## src/rtl/cla_add_pipe_if.sv

```systemverilog
// Operand/result channel bundle for cla_add_pipe: one valid/ready input beat
// channel and one valid/ready result channel. clk/rst are plain ports on the block.
interface cla_add_pipe_if #(
    parameter int WIDTH = 28
);
    logic             in_valid;
    logic             in_ready;
    logic [WIDTH-1:0] a;
    logic [WIDTH-1:0] b;
    logic             cin;
    logic             sub;

    logic             out_valid;
    logic             out_ready;
    logic [WIDTH-1:0] sum;
    logic             cout;
    logic             zero;

    modport slave (
        input  in_valid, a, b, cin, sub, out_ready,
        output in_ready, out_valid, sum, cout, zero
    );

    modport master (
        output in_valid, a, b, cin, sub, out_ready,
        input  in_ready, out_valid, sum, cout, zero
    );
endinterface

```

## src/rtl/cla_add_pipe.sv

```systemverilog
// Two-stage pipelined carry-lookahead adder/subtractor (4-bit groups, two-level group lookahead).
// Optional macro CLA_ADD_ZERO_FLAG_EN adds a registered sum==0 flag; otherwise zero is tied low.
module cla_add_pipe #(
    parameter int WIDTH = 28
) (
    input  logic           clk,
    input  logic           rst,
    cla_add_pipe_if.slave  bus
);
    // Valid/ready: a beat moves across a channel on a rising edge where valid && ready;
    // valid and payload are held stable by the sender until that edge, and neither
    // in_ready nor out_valid depends on in_valid.

    localparam int NG  = WIDTH / 4;
    localparam int NG4 = ((NG + 3) / 4) * 4;
    localparam int NS  = NG4 / 4;
    localparam int NS4 = ((NS + 3) / 4) * 4;

    if (WIDTH % 4 != 0) begin : g_width_check
        $error("cla_add_pipe: WIDTH must be a multiple of 4");
    end

    // Expanded 4-bit lookahead: carries c[0..4] from generate/propagate and carry-in.
    function automatic logic [4:0] la4(input logic [3:0] g, input logic [3:0] p, input logic ci);
        logic [4:0] c;
        c[0] = ci;
        c[1] = g[0] | (p[0] & ci);
        c[2] = g[1] | (p[1] & g[0]) | (p[1] & p[0] & ci);
        c[3] = g[2] | (p[2] & g[1]) | (p[2] & p[1] & g[0]) | (p[2] & p[1] & p[0] & ci);
        c[4] = g[3] | (p[3] & g[2]) | (p[3] & p[2] & g[1]) | (p[3] & p[2] & p[1] & g[0])
             | (&p & ci);
        return c;
    endfunction

    logic             s1_en;
    logic             s2_en;

    logic [WIDTH-1:0] bop;
    logic [WIDTH-1:0] g_d,  g_q;
    logic [WIDTH-1:0] p_d,  p_q;
    logic [NG-1:0]    gg_d, gg_q;
    logic [NG-1:0]    gp_d, gp_q;
    logic             c0_d, c0_q;
    logic             s1_valid_q;

    logic [NG4-1:0]   gg_pad;
    logic [NG4-1:0]   gp_pad;
    logic [NS4-1:0]   sg;
    logic [NS4-1:0]   sp;
    logic [NS4:0]     sc;
    logic [NG4:0]     gc;
    logic [WIDTH-1:0] c;
    logic [WIDTH-1:0] sum_d, sum_q;
    logic             cout_d, cout_q;
    logic             out_valid_q;

    assign s2_en        = !out_valid_q || bus.out_ready;
    assign s1_en        = !s1_valid_q || s2_en;
    assign bus.in_ready = s1_en;

    always_comb begin : stage1_comb
        logic [4:0] cy;
        cy   = '0;
        bop  = bus.sub ? ~bus.b : bus.b;
        c0_d = bus.sub | bus.cin;
        g_d  = bus.a & bop;
        p_d  = bus.a ^ bop;
        gg_d = '0;
        gp_d = '0;
        for (int k = 0; k < NG; k++) begin
            cy      = la4(g_d[4*k +: 4], p_d[4*k +: 4], 1'b0);
            gg_d[k] = cy[4];
            gp_d[k] = &p_d[4*k +: 4];
        end
    end

    // Padding groups use g=0/p=1 so they pass a carry through unchanged.
    always_comb begin : stage2_comb
        logic [4:0] cy;
        cy             = '0;
        gg_pad         = '0;
        gp_pad         = '1;
        gg_pad[NG-1:0] = gg_q;
        gp_pad[NG-1:0] = gp_q;

        sg = '0;
        sp = '1;
        for (int s = 0; s < NS; s++) begin
            cy    = la4(gg_pad[4*s +: 4], gp_pad[4*s +: 4], 1'b0);
            sg[s] = cy[4];
            sp[s] = &gp_pad[4*s +: 4];
        end

        sc    = '0;
        sc[0] = c0_q;
        for (int t = 0; t < NS4 / 4; t++) begin
            cy              = la4(sg[4*t +: 4], sp[4*t +: 4], sc[4*t]);
            sc[4*t+1 +: 4]  = cy[4:1];
        end

        gc = '0;
        for (int s = 0; s < NS; s++) begin
            cy              = la4(gg_pad[4*s +: 4], gp_pad[4*s +: 4], sc[s]);
            gc[4*s]         = sc[s];
            gc[4*s+1 +: 4]  = cy[4:1];
        end

        c = '0;
        for (int k = 0; k < NG; k++) begin
            cy           = la4(g_q[4*k +: 4], p_q[4*k +: 4], gc[k]);
            c[4*k +: 4]  = cy[3:0];
        end

        sum_d  = p_q ^ c;
        cout_d = gc[NG];
    end

    always_ff @(posedge clk) begin
        if (rst) begin
            s1_valid_q  <= 1'b0;
            g_q         <= '0;
            p_q         <= '0;
            gg_q        <= '0;
            gp_q        <= '0;
            c0_q        <= 1'b0;
            out_valid_q <= 1'b0;
            sum_q       <= '0;
            cout_q      <= 1'b0;
        end else begin
            if (s1_en) begin
                s1_valid_q <= bus.in_valid;
                if (bus.in_valid) begin
                    g_q  <= g_d;
                    p_q  <= p_d;
                    gg_q <= gg_d;
                    gp_q <= gp_d;
                    c0_q <= c0_d;
                end
            end
            if (s2_en) begin
                out_valid_q <= s1_valid_q;
                if (s1_valid_q) begin
                    sum_q  <= sum_d;
                    cout_q <= cout_d;
                end
            end
        end
    end

`ifdef CLA_ADD_ZERO_FLAG_EN
    logic zero_q;

    always_ff @(posedge clk) begin
        if (rst) begin
            zero_q <= 1'b0;
        end else if (s2_en && s1_valid_q) begin
            zero_q <= ~|sum_d;
        end
    end

    assign bus.zero = zero_q;
`else
    assign bus.zero = 1'b0;
`endif

    assign bus.out_valid = out_valid_q;
    assign bus.sum       = sum_q;
    assign bus.cout      = cout_q;
endmodule

```

## src/flat_wrapper.sv

```systemverilog
// flat-port wrapper written by rule: the top's interface ports become plain ports
module cla_add_pipe_flat 
#(
    parameter int WIDTH = 28
)
  (clk, rst, bus_in_valid, bus_a, bus_b, bus_cin, bus_sub, bus_out_ready, bus_in_ready, bus_out_valid, bus_sum, bus_cout, bus_zero);
  cla_add_pipe_if #(.WIDTH(WIDTH)) bus_i ();
  input  logic clk;
  input  logic rst;
  input wire logic [$bits(bus_i.in_valid)-1:0] bus_in_valid;
  input wire logic [$bits(bus_i.a)-1:0] bus_a;
  input wire logic [$bits(bus_i.b)-1:0] bus_b;
  input wire logic [$bits(bus_i.cin)-1:0] bus_cin;
  input wire logic [$bits(bus_i.sub)-1:0] bus_sub;
  input wire logic [$bits(bus_i.out_ready)-1:0] bus_out_ready;
  output wire logic [$bits(bus_i.in_ready)-1:0] bus_in_ready;
  output wire logic [$bits(bus_i.out_valid)-1:0] bus_out_valid;
  output wire logic [$bits(bus_i.sum)-1:0] bus_sum;
  output wire logic [$bits(bus_i.cout)-1:0] bus_cout;
  output wire logic [$bits(bus_i.zero)-1:0] bus_zero;
  assign bus_i.in_valid = bus_in_valid;
  assign bus_i.a = bus_a;
  assign bus_i.b = bus_b;
  assign bus_i.cin = bus_cin;
  assign bus_i.sub = bus_sub;
  assign bus_i.out_ready = bus_out_ready;
  assign bus_in_ready = bus_i.in_ready;
  assign bus_out_valid = bus_i.out_valid;
  assign bus_sum = bus_i.sum;
  assign bus_cout = bus_i.cout;
  assign bus_zero = bus_i.zero;
  cla_add_pipe #(.WIDTH(WIDTH)) u_core (.clk(clk), .rst(rst), .bus(bus_i));
endmodule
```

## config.mk

```make
export PLATFORM = sky130hd
export DESIGN_NAME = cla_add_pipe_flat
export DESIGN_NICKNAME = d
export VERILOG_FILES = /design/src/rtl/cla_add_pipe_if.sv /design/src/rtl/cla_add_pipe.sv /design/src/flat_wrapper.sv
export SDC_FILE = /design/constraint.sdc
export NUM_CORES = 1
export LEC_CHECK = 0
export ABC_AREA = 1
export CAP_MARGIN = 20
export CORE_MARGIN = 1.5
export CORE_UTILIZATION = 52
export CTS_CLUSTER_DIAMETER = 40
export CTS_CLUSTER_SIZE = 10
export DETAILED_ROUTE_END_ITERATION = 6
export PLACE_DENSITY_LB_ADDON = 0.15
export REMOVE_ABC_BUFFERS = 1
export SYNTH_ARGS = -nofsm -noshare
export SYNTH_HDL_FRONTEND = slang
export SYNTH_SLANG_ARGS = --single-unit
export TNS_END_PERCENT = 5
```

## constraint.sdc

```tcl
create_clock -name clk -period 2.5 [get_ports clk]
set_clock_uncertainty 0.15 [all_clocks]
set_input_delay 0.5 -clock clk [delete_from_list [all_inputs] [get_ports clk]]
set_output_delay 0.5 -clock clk [all_outputs]
set_load 0.05 [all_outputs]
```

==> impl_metrics.json <==
{
  "critical_path_arrival_ns": 1.55,
  "drive_above_1_share_pct": 6.285,
  "violations": "design-rule violations",
  "coreArea_um2": 8806,
  "final-setup-viol-count": 0,
  "power_frac_seq_pct": 44.6,
  "worstSetupStartpointType": "flop",
  "postCtsSetupRepairBufs": 0,
  "slew_violations": 0,
  "critPathKind": "flop to primary output",
  "cts_tree": "done",
  "crit_chain": "clkdlybuf4s50_1",
  "antenna_found_initial": 0,
  "dr_total_vias": 4339,
  "die-area_um2": 9798,
  "start_util_pct": 54.40,
  "total_power_uw": 3854,
  "synth-seq-cells": 95,
  "cp_num_buf_inv": 1,
  "fmax_mhz": 455.0,
  "routed_via_density": 5.266,
  "syn-instance-count": 630,
  "grt_pass1_vias": 4176,
  "cp_slowest_stage_delay_ns": 0.82,
  "cts_max_path_buffers": 2,
  "nets": 810,
  "htreeDepth": 3,
  "synth_seq_area_share_pct": 39.70,
  "gp_congestion": 0.8309,
  "final_cell_mix": "123 x nor2_1, 95 x dfxtp_1, 90 x clkdlybuf4s50_1, 73 x o21ai_0, 64 x nand2_1",
  "cts_buffers": 9,
  "routed_wl_um": 10850,
  "maxSlewHeadroom_pct": 65.33,
  "syn_area_um2": 4791,
  "total_leakage_power_uw": 0.002657,
  "wl_per_cell_um": 13.16,
  "vdd_drop_max_mv": 0.3511,
  "regToRegStartpoint": "u_core.gg_q[1]",
  "insertion_delay_ns": 0.35,
  "grt_setup_unrepaired": "no",
  "hold_class": "flop to flop",
  "clock-sinks": 95,
  "clk_pin_slew_ns": 0.09,
  "intPower_uw": 2751,
  "p_sw_uw": 1103,
  "synth.avg_cell_area_um2": 7.605,
  "drcViolationCount": 8,
  "tightest_slew_ns": 0.5185,
  "track_usage_pct": 22.70,
  "dr.pass1.iters": 7,
  "critPathTopFamily": "buffers and inverters",
  "critical_path.slowest_cell": "clkdlybuf4s50_1",
  "max-cap-violations": 0,
  "cts-root-buf": "clkbuf_8",
  "diodes": 0,
  "pwr-share-comb_pct": 22.7,
  "num_io_pins": 94,
  "power_density_nw_per_um2": 638.8,
  "n_fill_cell": 746,
  "final_common_cell": "nor2_1",
  "die_h_um": 98.99,
  "final.min_clock_period_ns": 2.198,
  "grt_overflow_total": 0,
  "dr.first_iter.drc_count": 142,
  "hold_viol_final": 0,
  "min-delay-start": "u_core.p_q[27]",
  "grt_max_degree": 40,
  "die_x_um": 98.99,
  "crit_required_ns": 1.85,
  "swShare_pct": 28.62,
  "fin_crit_sh_pct": 87.91,
  "synth.distinct_cells": 25,
  "syn2layout_area_growth_pct": 25.93,
  "yosysWarnings": 0,
  "end_kind": "primary output",
  "placementRows": 34,
  "dp.final_hpwl_um": 7848,
  "cp-startpoint": "u_core.bus.sum[1]",
  "numPortBuffers": 92,
  "critPathMaxFanout": 2,
  "cts_resized": 0,
  "fin_setup_tns_ns": 0,
  "status": "complete, but fails checks",
  "ctsHoldBuffers": 0,
  "power_frac_clock_pct": 32.7,
  "ant_nets": 0,
  "grt_pass1_wl_um": 18020
}
-- per-stage QoR --
stage	setup slack, ns	area [um^2]	hold slack, ns	std cells	util, %
2_1_floorplan	-0.3210	4627	0.2892	597	-
3_3_place_gp	0.2642	5786	0.3033	810	65.70
3_5_place_dp	0.1347	5786	0.3155	810	65.70
4_1_cts	0.3009	6033	0.3333	824	68.51
5_1_grt	0.2545	6033	0.3446	824	68.51
6_report	0.3022	6033	0.3279	824	68.51
-- layer usage --
metal	vias to the layer above	global-route usage [%]	part of all wire [%]	wire length, um
met5	-	0	0	0
met4	0	8.352	1.0	108
met3	9	3.972	4.6	502
met2	124	39.84	48	5177
met1	1956	27.85	47	5057
li1	2250	-	-	-
-- final timing paths --
path	slack, ns	end	cells past startpoint
hold / removal	0.33	u_core.p_q[27]	2
setup / recovery	0.30	bus_sum[1]	1
setup reg to reg	0.76	u_core.bus.sum[21]	10
hold reg to reg	0.33	u_core.p_q[27]	2
-- sequential cells by signal, summed over array words and instances, names as in the netlist --
name / count
u_core.bus.out_valid: 1
u_core.bus.cout: 1
u_core.s1_valid_q: 1
u_core.p_q: 28
u_core.g_q: 21
u_core.gg_q: 7
u_core.c0_q: 1
u_core.gp_q: 7
u_core.bus.sum: 28
-- cells in the mapped netlist --
cell,instances,area [um^2]
a21oi_1,60,300.3
a21oi_2,2,17.52
a221oi_1,5,43.79
a31oi_1,6,37.54
and2_2,1,7.510
buf_2,11,55.05
buf_4,7,52.55
clkbuf_1,15,56.30
conb_1,1,3.750
dfxtp_1,95,1902
ha_1,35,437.9
inv_1,36,135.1
inv_2,2,7.510
nand2_1,64,240.2
nand2_2,7,43.79
nand2_4,3,33.78
nand3_1,33,165.2
nand3_2,2,20.02
nand4_1,7,43.79
nor2_1,123,461.7
nor3_1,1,5.000
o211ai_1,3,22.52
o21ai_0,73,365.4
xnor2_1,1,8.760
xor2_1,37,324.1
-- final cells by class --
cell class              count  area (um^2)  area share [%]
flip-flops and latches     95         1902           31.52
well taps                 108        135.1           2.240
clock buffers              10        127.6           2.115
multi-input cells         464         2582           42.80
clock inverters             4        120.1           1.991
inverters                  38        142.6           2.364
repair buffers            105         1023           16.96
-- logic make-up after synthesis --
group,Yosys count,share of synthesized area (%)
adder cells (fa/ha/maj),35,9.141
flip-flops,95,39.70
AND/OR/NAND/NOR,241,21.31
other,1,0.07827
XOR/XNOR,38,6.947
buffers and inverters,71,6.398
AO/OA/AOI/OAI,149,16.43
-- power by group through the flow --
stage	Clock (uW)	Combinational (uW)	Sequential, uW
4_1_cts	1270	875	1720
5_1_grt	1330	969	1740
3_3_place_gp	0	849	1750
3_5_place_dp	0	868	1750
2_1_floorplan	0	424	1860
6_report	1260	874	1720
Power figures use the tool's default switching activity.
